File: src/rtl/reg_pair_push.sv
// reg_pair_push: pushes a 16-bit register pair onto the byte bus (high byte first) and returns SP-2.
// Optional macro REG_POP_EN adds the matching POP sequence (low byte first, SP+2, pair_out).
module reg_pair_push #(
    parameter int WIDTH      = 8,
    parameter int ADDR_WIDTH = 16
) (
    input  logic                  clk,
    input  logic                  rst,
    input  logic                  start,
`ifdef REG_POP_EN
    input  logic                  pop,
`endif
    input  logic [2*WIDTH-1:0]    pair,
    input  logic [ADDR_WIDTH-1:0] sp_in,
    output logic [ADDR_WIDTH-1:0] mem_addr,
    output logic [WIDTH-1:0]      mem_wdata,
    output logic                  mem_wr,
    output logic                  mem_rd,
    input  logic [WIDTH-1:0]      mem_rdata,
    input  logic                  mem_ack,
    output logic [ADDR_WIDTH-1:0] sp_out,
    output logic                  sp_we,
    output logic                  busy,
`ifdef REG_POP_EN
    output logic [2*WIDTH-1:0]    pair_out,
`endif
    output logic                  done
);

`ifdef REG_POP_EN
    typedef enum logic [2:0] {
        IDLE,
        WR_HI,
        WR_LO,
        FIN,
        RD_LO,
        RD_HI
    } state_t;
`else
    typedef enum logic [1:0] {
        IDLE,
        WR_HI,
        WR_LO,
        FIN
    } state_t;
`endif

    state_t                  state;
    state_t                  next_state;
    logic [2*WIDTH-1:0]      pair_q;
    logic [ADDR_WIDTH-1:0]   sp_q;
    logic [ADDR_WIDTH-1:0]   sp_dec1;
    logic [ADDR_WIDTH-1:0]   sp_dec2;

    // SP arithmetic wraps naturally at the address width.
    assign sp_dec1 = sp_q - ADDR_WIDTH'(1);
    assign sp_dec2 = sp_q - ADDR_WIDTH'(2);

`ifdef REG_POP_EN
    logic                    pop_q;
    logic [ADDR_WIDTH-1:0]   sp_inc1;
    logic [ADDR_WIDTH-1:0]   sp_inc2;

    assign sp_inc1 = sp_q + ADDR_WIDTH'(1);
    assign sp_inc2 = sp_q + ADDR_WIDTH'(2);
`else
    logic                    unused_rdata;

    assign unused_rdata = ^mem_rdata;
`endif

    // Operands are captured once on an accepted start so later input changes cannot disturb the transfer.
    always_ff @(posedge clk) begin
        if (!rst) begin
            state  <= IDLE;
            pair_q <= '0;
            sp_q   <= '0;
`ifdef REG_POP_EN
            pop_q  <= 1'b0;
`endif
        end else begin
            state <= next_state;
            if (state == IDLE && start) begin
                pair_q <= pair;
                sp_q   <= sp_in;
`ifdef REG_POP_EN
                pop_q  <= pop;
`endif
            end
`ifdef REG_POP_EN
            if (state == RD_LO && mem_ack) begin
                pair_q[WIDTH-1:0] <= mem_rdata;
            end
            if (state == RD_HI && mem_ack) begin
                pair_q[2*WIDTH-1:WIDTH] <= mem_rdata;
            end
`endif
        end
    end

    always_comb begin
        next_state = state;
        mem_addr   = '0;
        mem_wdata  = '0;
        mem_wr     = 1'b0;
        mem_rd     = 1'b0;
        sp_out     = '0;
        sp_we      = 1'b0;
        done       = 1'b0;
`ifdef REG_POP_EN
        pair_out   = '0;
`endif
        case (state)
            IDLE: begin
                if (start) begin
`ifdef REG_POP_EN
                    next_state = pop ? RD_LO : WR_HI;
`else
                    next_state = WR_HI;
`endif
                end
            end
            WR_HI: begin
                mem_addr  = sp_dec1;
                mem_wdata = pair_q[2*WIDTH-1:WIDTH];
                mem_wr    = 1'b1;
                if (mem_ack) begin
                    next_state = WR_LO;
                end
            end
            WR_LO: begin
                mem_addr  = sp_dec2;
                mem_wdata = pair_q[WIDTH-1:0];
                mem_wr    = 1'b1;
                if (mem_ack) begin
                    next_state = FIN;
                end
            end
            FIN: begin
                sp_we      = 1'b1;
                done       = 1'b1;
                next_state = IDLE;
`ifdef REG_POP_EN
                sp_out     = pop_q ? sp_inc2 : sp_dec2;
                pair_out   = pair_q;
`else
                sp_out     = sp_dec2;
`endif
            end
`ifdef REG_POP_EN
            RD_LO: begin
                mem_addr = sp_q;
                mem_rd   = 1'b1;
                if (mem_ack) begin
                    next_state = RD_HI;
                end
            end
            RD_HI: begin
                mem_addr = sp_inc1;
                mem_rd   = 1'b1;
                if (mem_ack) begin
                    next_state = FIN;
                end
            end
`endif
            default: begin
                next_state = IDLE;
            end
        endcase
    end

    assign busy = (state != IDLE);

endmodule

File: config.mk
export PLATFORM = sky130hd
export DESIGN_NAME = reg_pair_push
export DESIGN_NICKNAME = d
export VERILOG_FILES = /design/src/rtl/reg_pair_push.sv
export SDC_FILE = /design/constraint.sdc
export NUM_CORES = 1
export LEC_CHECK = 0
export ABC_CLOCK_PERIOD_IN_PS = 2400
export BUFFER_PORTS_ARGS = -buffer_cell sky130_fd_sc_hd__buf_2
export CAP_MARGIN = 20
export CORE_AREA = 10 10 116 76
export CTS_BUF_LIST = sky130_fd_sc_hd__clkbuf_8
export CTS_CLUSTER_DIAMETER = 30
export DETAILED_ROUTE_END_ITERATION = 6
export DIE_AREA = 0 0 126 86
export PLACE_DENSITY = 0.7
export REMOVE_ABC_BUFFERS = 1
export SLEW_MARGIN = 40
export SYNTH_ARGS = -nofsm -noshare
export SYNTH_HDL_FRONTEND = slang
export SYNTH_SLANG_ARGS = --single-unit
File: constraint.sdc
create_clock -name clk -period 2.4 [get_ports clk]
set_input_delay 0 -clock clk [delete_from_list [all_inputs] [get_ports clk]]
set_output_delay 0 -clock clk [all_outputs]
set_load 0.05 [all_outputs]
==> metrics.yaml, run 1 <==
status: "finished clean"
dp_hpwl_mm: 5.997
place.gp.congestion: 0.8947
ant_nets: 0
synth.most_common_cell: "nand2_1"
synth.distinct_cells: 46
fmax_ghz: 0.4289
slowest_delay_ns: 0.54
power.density_nw_per_um2: 1061
synth_area_leader_cell: "dfxtp_1"
finalSetupTns_ns: 0
clock_skew_ns: 0.005606
drt-total-wl_mm: 8.042
setup_violations: 0
leakage_nw: 1.465
clk_path_buf_depth: 2
slowest_stage: "or4_4"
cts_buffers: 5
drcViolationCount: 0
avgSynthCellArea_um2: 7.336
slew_headroom_pct: 58.89
wl_met2_mm: 3.396
grt_max_degree: 35
die_area_um2: 10840
yosysWarnings: 0
antenna_found_initial: 0
grt_usage_pct: 14.34
endpoint_kind: "output port"
area_delta_synth_final_pct: 45.14
synth_area_leaders: "dfxtp_1 30%, nand2_1 12%, a21boi_0 11%, ha_1 4.3%, xnor2_1 3.8%"
ys_seq_elements: 34
nets: 481
timing.final.crit_period_ns: 2.331
vdd_ir_drop_max_mv: 0.4510
grt_pass1_wl_mm: 13.05
synth_area_um2: 2303
rows: 23
cp.required_ns: 2.40
synth_top_area_share_pct: 29.55
period_share_pct: 97.14
hold_viol_final: 0
rsz0062_at_grt: "true"
fp.dieW_um: 126
clk_root_buffer_cell: "clkbuf_8"
worstSkewPairLatency_ns: 0.29
vias: 2615
overflow: 0
initial_core_util_pct: 34.80
h-tree-depth: 2
drv_cap: 0
fp.dieH_um: 86
num_antenna_cells: 0
tightestPinTransition_ns: 0.6160
critPathLaunchType: "flop"
synth_edf_count: 0
critPathTopFamily: "simple AND/OR/NAND/NOR gates"
cts_sinks: 34
drive_above_1_share_pct: 28.84
syn_inst: 314
cts_tree: "done"
grt_pass1_vias: 2586
critical_path.max_fanout: 5
placed_cells: 477
wl_per_cell_um: 15.56
clkSlewWorstSetupHoldPaths_ns: 0.08
crit_path_frequent_cell: "or4_4"
crit_buf_inv: 1
io_pins: 89
synth-main-ff-cell: "dfxtp_1"
nFillCells: 666
fin_util_pct: 50.51
wl_met3_um: 700
viasPerCell: 5.058
drv_slew: 0
first_pass_iters: 4
path_class: "reg -> out"
fin_cells: 517
drt_iter0_markers: 226
wl_met1_mm: 3.884
yosysSeqAreaShare_pct: 29.55
power_mw: 3.546
crit_arrival_ns: 2.33
cts_setup_buffers: 0
coreArea_um2: 6619
worst_hold_path_type: "in -> reg"
yosys-top-cells-count: "75 x nand2_1, 34 x a21boi_0, 34 x dfxtp_1, 20 x clkbuf_1, 18 x nor2_1"
top_layer: "met4"
synthArstFlopShare_pct: 0
path_cells: "or4_4 > or4_4 > or3_1 > a21oi_2 > buf_4"
io_buffer_count: 79
-- routing by layer --
| metal | up-vias | global-route usage (%) |
|---|---|---|
| li1 | 1314 | - |
| met1 | 1200 | 19.02 |
| met2 | 92 | 22.26 |
| met3 | 9 | 4.610 |
| met4 | 0 | 2.781 |
| met5 | - | 0 |
-- power by group --
group / switching [mW] / internal, mW / leakage [nW]
registers: 0.107 / 0.680 / 0.279
logic: 1.45 / 0.853 / 1.14
clock network: 0.226 / 0.231 / 0.0472
-- layout by cell type (no fill, tap or decap), drive strengths merged, types with 5 or more instances in the layout --
| master | instances |
|---|---|
| a22oi | 9 |
| buf | 101 |
| nand3 | 5 |
| clkbuf | 7 |
| inv | 9 |
| dfxtp | 34 |
| a21boi | 34 |
| dlygate4sd3 | 32 |
| nor2b | 9 |
| o21ai | 6 |
| a21oi | 11 |
| a311oi | 6 |
| xnor2 | 10 |
| ha | 8 |
| nand2 | 75 |
| nor3 | 9 |
| nor2 | 18 |
| nor4 | 5 |
-- area by class of cell --
class | count | area, um^2 | share of cell area [%]
Tap cell | 87 | 108.9 | 3.256
Multi-Input combinational cell | 245 | 1495 | 44.72
Clock buffer | 6 | 82.58 | 2.470
Sequential cell | 34 | 680.7 | 20.36
Inverter | 9 | 33.78 | 1.010
Timing Repair Buffer | 134 | 929.6 | 27.81
Clock inverter | 2 | 12.51 | 0.3743
-- kinds of logic (layout without fill, tap and decap cells) --
family | after synthesis | after routing | synth area share (%)
flops | 34 | 34 | 29.55
mux | 2 | 2 | 0.9234
xor+xnor | 13 | 13 | 4.943
fa+ha+maj | 8 | 8 | 4.346
other cells | 1 | 1 | 0.1628
compound gates | 78 | 78 | 24.12
buf+inv | 35 | 151 | 6.463
simple gates | 143 | 143 | 29.49
-- flip-flops by register name, indices dropped and copies added (netlist names) --
| signal | cells |
|---|---|
| state | 2 |
| pair_q | 16 |
| sp_q | 16 |
-- repair_timing --
| action | 4_1_cts | 5_1_grt |
|---|---|---|
| hold endpoints to repair | 32 | 0 |
| setup endpoints to repair | 2 | 14 |
| hold buffers | 32 | 0 |
| resized for setup | 3 | 12 |
| gates cloned | 0 | 0 |
-- worst min-delay path: stages --
cell and delay (ns):
buf_2 0.09, o22ai_1 0.10, mux2i_1 0.14, nor2b_1 0.09
-- worst paths after layout --
| kind | start | to | slack, ns | cells past startpoint |
|---|---|---|---|---|
| setup / recovery | sp_q[6]$_SDFFE_PN0P_ | sp_out[14] | 0.07 | 5 |
| hold reg to reg | pair_q[9]$_SDFFE_PN0P_ | pair_q[9]$_SDFFE_PN0P_ | 0.46 | 2 |
| setup reg to reg | state[0]$_SDFFE_PN0P_ | sp_q[3]$_SDFFE_PN0P_ | 0.66 | 6 |
| hold / removal | mem_ack | state[1]$_SDFFE_PN0P_ | 0.17 | 4 |
-- metrics by stage --
step / hold slack [ns] / cell area, um^2 / worst slack [ns]
after floorplan: 0.1282 / 2188 / -0.5607
after global placement: 0.2552 / 2890 / 0.3021
after detailed placement: 0.2591 / 2890 / 0.2523
after CTS: 0.1669 / 3317 / 0.01185
after global routing: 0.2033 / 3343 / -0.007988
final: 0.1661 / 3343 / 0.06855
No activity file was read; power rests on OpenSTA's default activity.
==> run 2, diff against run 1 <==
--- a/config.mk
+++ b/config.mk
@@ -5,7 +5,7 @@
 export SDC_FILE = /design/constraint.sdc
 export NUM_CORES = 1
 export LEC_CHECK = 0
-export ABC_CLOCK_PERIOD_IN_PS = 2400
+export ABC_CLOCK_PERIOD_IN_PS = 2600
 export BUFFER_PORTS_ARGS = -buffer_cell sky130_fd_sc_hd__buf_2
 export CAP_MARGIN = 20
 export CORE_AREA = 10 10 116 76
==> constraint.sdc (replaced) <==
create_clock -name clk -period 2.6 [get_ports clk]
set_input_delay 0 -clock clk [delete_from_list [all_inputs] [get_ports clk]]
set_output_delay 0 -clock clk [all_outputs]
set_load 0.05 [all_outputs]
==> metrics.yaml, run 2 (synthesis gave the netlist of run 1 again) <==
die_area_um2: 10840
finalSetupTns_ns: 0
cts_buffers: 5
holdCritStartpoint: "mem_ack"
drive_above_1_share_pct: 26.86
endpoint_kind: "output port"
io_pins: 89
worst_hold_path_type: "in -> reg"
nFillCells: 670
power.density_nw_per_um2: 972.3
dp_hpwl_mm: 5.738
viasPerCell: 5.026
placed_cells: 464
first_pass_iters: 4
setup_violations: 0
crit_arrival_ns: 2.48
placed_area_um2: 2780
area_delta_synth_final_pct: 40.85
io_buffer_count: 79
r2r-start: "state[0]$_SDFFE_PN0P_"
final_common_cell: "buf_2"
grt_pass1_wl_mm: 12.65
postLayoutCellArea_um2: 3244
cts_sinks: 34
drv_slew: 0
fp.dieH_um: 86
clock_skew_ns: 0.007810
h-tree-depth: 2
num_antenna_cells: 0
fmax_ghz: 0.4027
overflow: 0
path_class: "reg -> out"
critPathLaunchType: "flop"
place.gp.congestion: 0.8894
drt-total-wl_mm: 7.767
grt_usage_pct: 13.98
clk_root_buffer_cell: "clkbuf_8"
worstSkewPairLatency_ns: 0.29
min_to: "state[1]$_SDFFE_PN0P_"
clk_path_buf_depth: 2
r2r-end: "state[1]$_SDFFE_PN0P_"
drcViolationCount: 0
cts_tree: "done"
fin_cells: 504
period_share_pct: 95.50
grt_max_degree: 35
rr_worst_depth: 7
regToRegSetupSlack_ns: 0.76
clkSlewWorstSetupHoldPaths_ns: 0.08
cp.required_ns: 2.60
multi_input_area_um2: 1515
ant_nets: 0
tightestPinTransition_ns: 0.6580
final_cell_mix: "76 x buf_2, 75 x nand2_1, 34 x a21boi_0, 34 x dfxtp_1, 32 x dlygate4sd3_1"
initial_core_util_pct: 34.80
fp.dieW_um: 126
timing.final.crit_period_ns: 2.483
drv_cap: 0
coreArea_um2: 6619
leakage_nw: 1.403
status: "finished clean"
hold_viol_final: 0
grt_pass1_vias: 2511
critical_path.max_fanout: 8
wl_per_cell_um: 15.41
vias: 2533
nets: 468
hold_depth: 4
vdd_ir_drop_max_mv: 0.4907
rows: 23
slew_headroom_pct: 55.84
antenna_found_initial: 0
seq_area_um2: 680.7
drt_iter0_markers: 227
reg.largest.list: "pair_q (16), sp_q (16), state (2)"
[run 2: timing repair]
action	4_1_cts	5_1_grt
setup buffers	0	0
hold buffers	32	0
endpoints found under the setup margin	2	8
endpoints found under the hold margin	32	0
gates resized for setup	2	10
[run 2: layout make-up]
class | instances | area share [%]
clock buffers | 6 | 2.545
repair buffers | 121 | 24.99
inverters | 9 | 1.041
flip-flops and latches | 34 | 20.98
clock inverters | 2 | 0.3857
well taps | 87 | 3.355
multi-input cells | 245 | 46.70
[run 2: power breakdown]
part           internal [mW]  switching (mW)  leakage (nW)  total, mW
Combinational          0.694            1.29          1.08       1.98
Clock                  0.213           0.201        0.0472      0.414
Sequential             0.628           0.131         0.279      0.759
Total                   1.53            1.62          1.40       3.15
[run 2: how the worst max path moves through the flow]
| stage | from | endpoint | slack [ns] |
|---|---|---|---|
| final | sp_q[7]$_SDFFE_PN0P_ | sp_out[14] | 0.12 |
| after global routing | sp_q[2]$_SDFFE_PN0P_ | mem_addr[11] | -0.05 |
| after CTS | sp_q[1]$_SDFFE_PN0P_ | mem_addr[15] | 0.02 |
| after detailed placement | sp_q[1]$_SDFFE_PN0P_ | mem_addr[15] | 0.31 |
| after global placement | sp_q[1]$_SDFFE_PN0P_ | mem_addr[13] | 0.32 |
| after floorplan | state[1]$_SDFFE_PN0P_ | mem_addr[11] | -0.36 |
[run 2: worst max-delay path, stage by stage (launching register included)]
cell and delay, ns:
dfxtp_1 0.39, or4_4 0.55, or4_4 0.46, or3_1 0.32
a21oi_1 0.17, buf_2 0.29
[run 2: per-stage QoR]
stage	total power [mW]	worst slack, ns	util [%]	hold WS (ns)
2_1_floorplan	2.106	-0.3607	-	0.1282
3_3_place_gp	2.618	0.3163	42.00	0.2543
3_5_place_dp	2.643	0.3121	42.00	0.2592
4_1_cts	3.108	0.02153	48.39	0.1522
5_1_grt	3.388	-0.05158	49.02	0.1986
6_report	3.154	0.1171	49.02	0.1585
[run 2: layer usage]
layer / wire length [um] / vias to the layer above / share of wire, % / global-route usage, %
met5: 0 / - / 0 / 0
met4: 39 / 0 / 0.50 / 2.781
met3: 595 / 4 / 7.7 / 4.856
met2: 3289 / 77 / 42 / 21.28
met1: 3842 / 1162 / 49 / 18.63
li1: - / 1290 / - / -
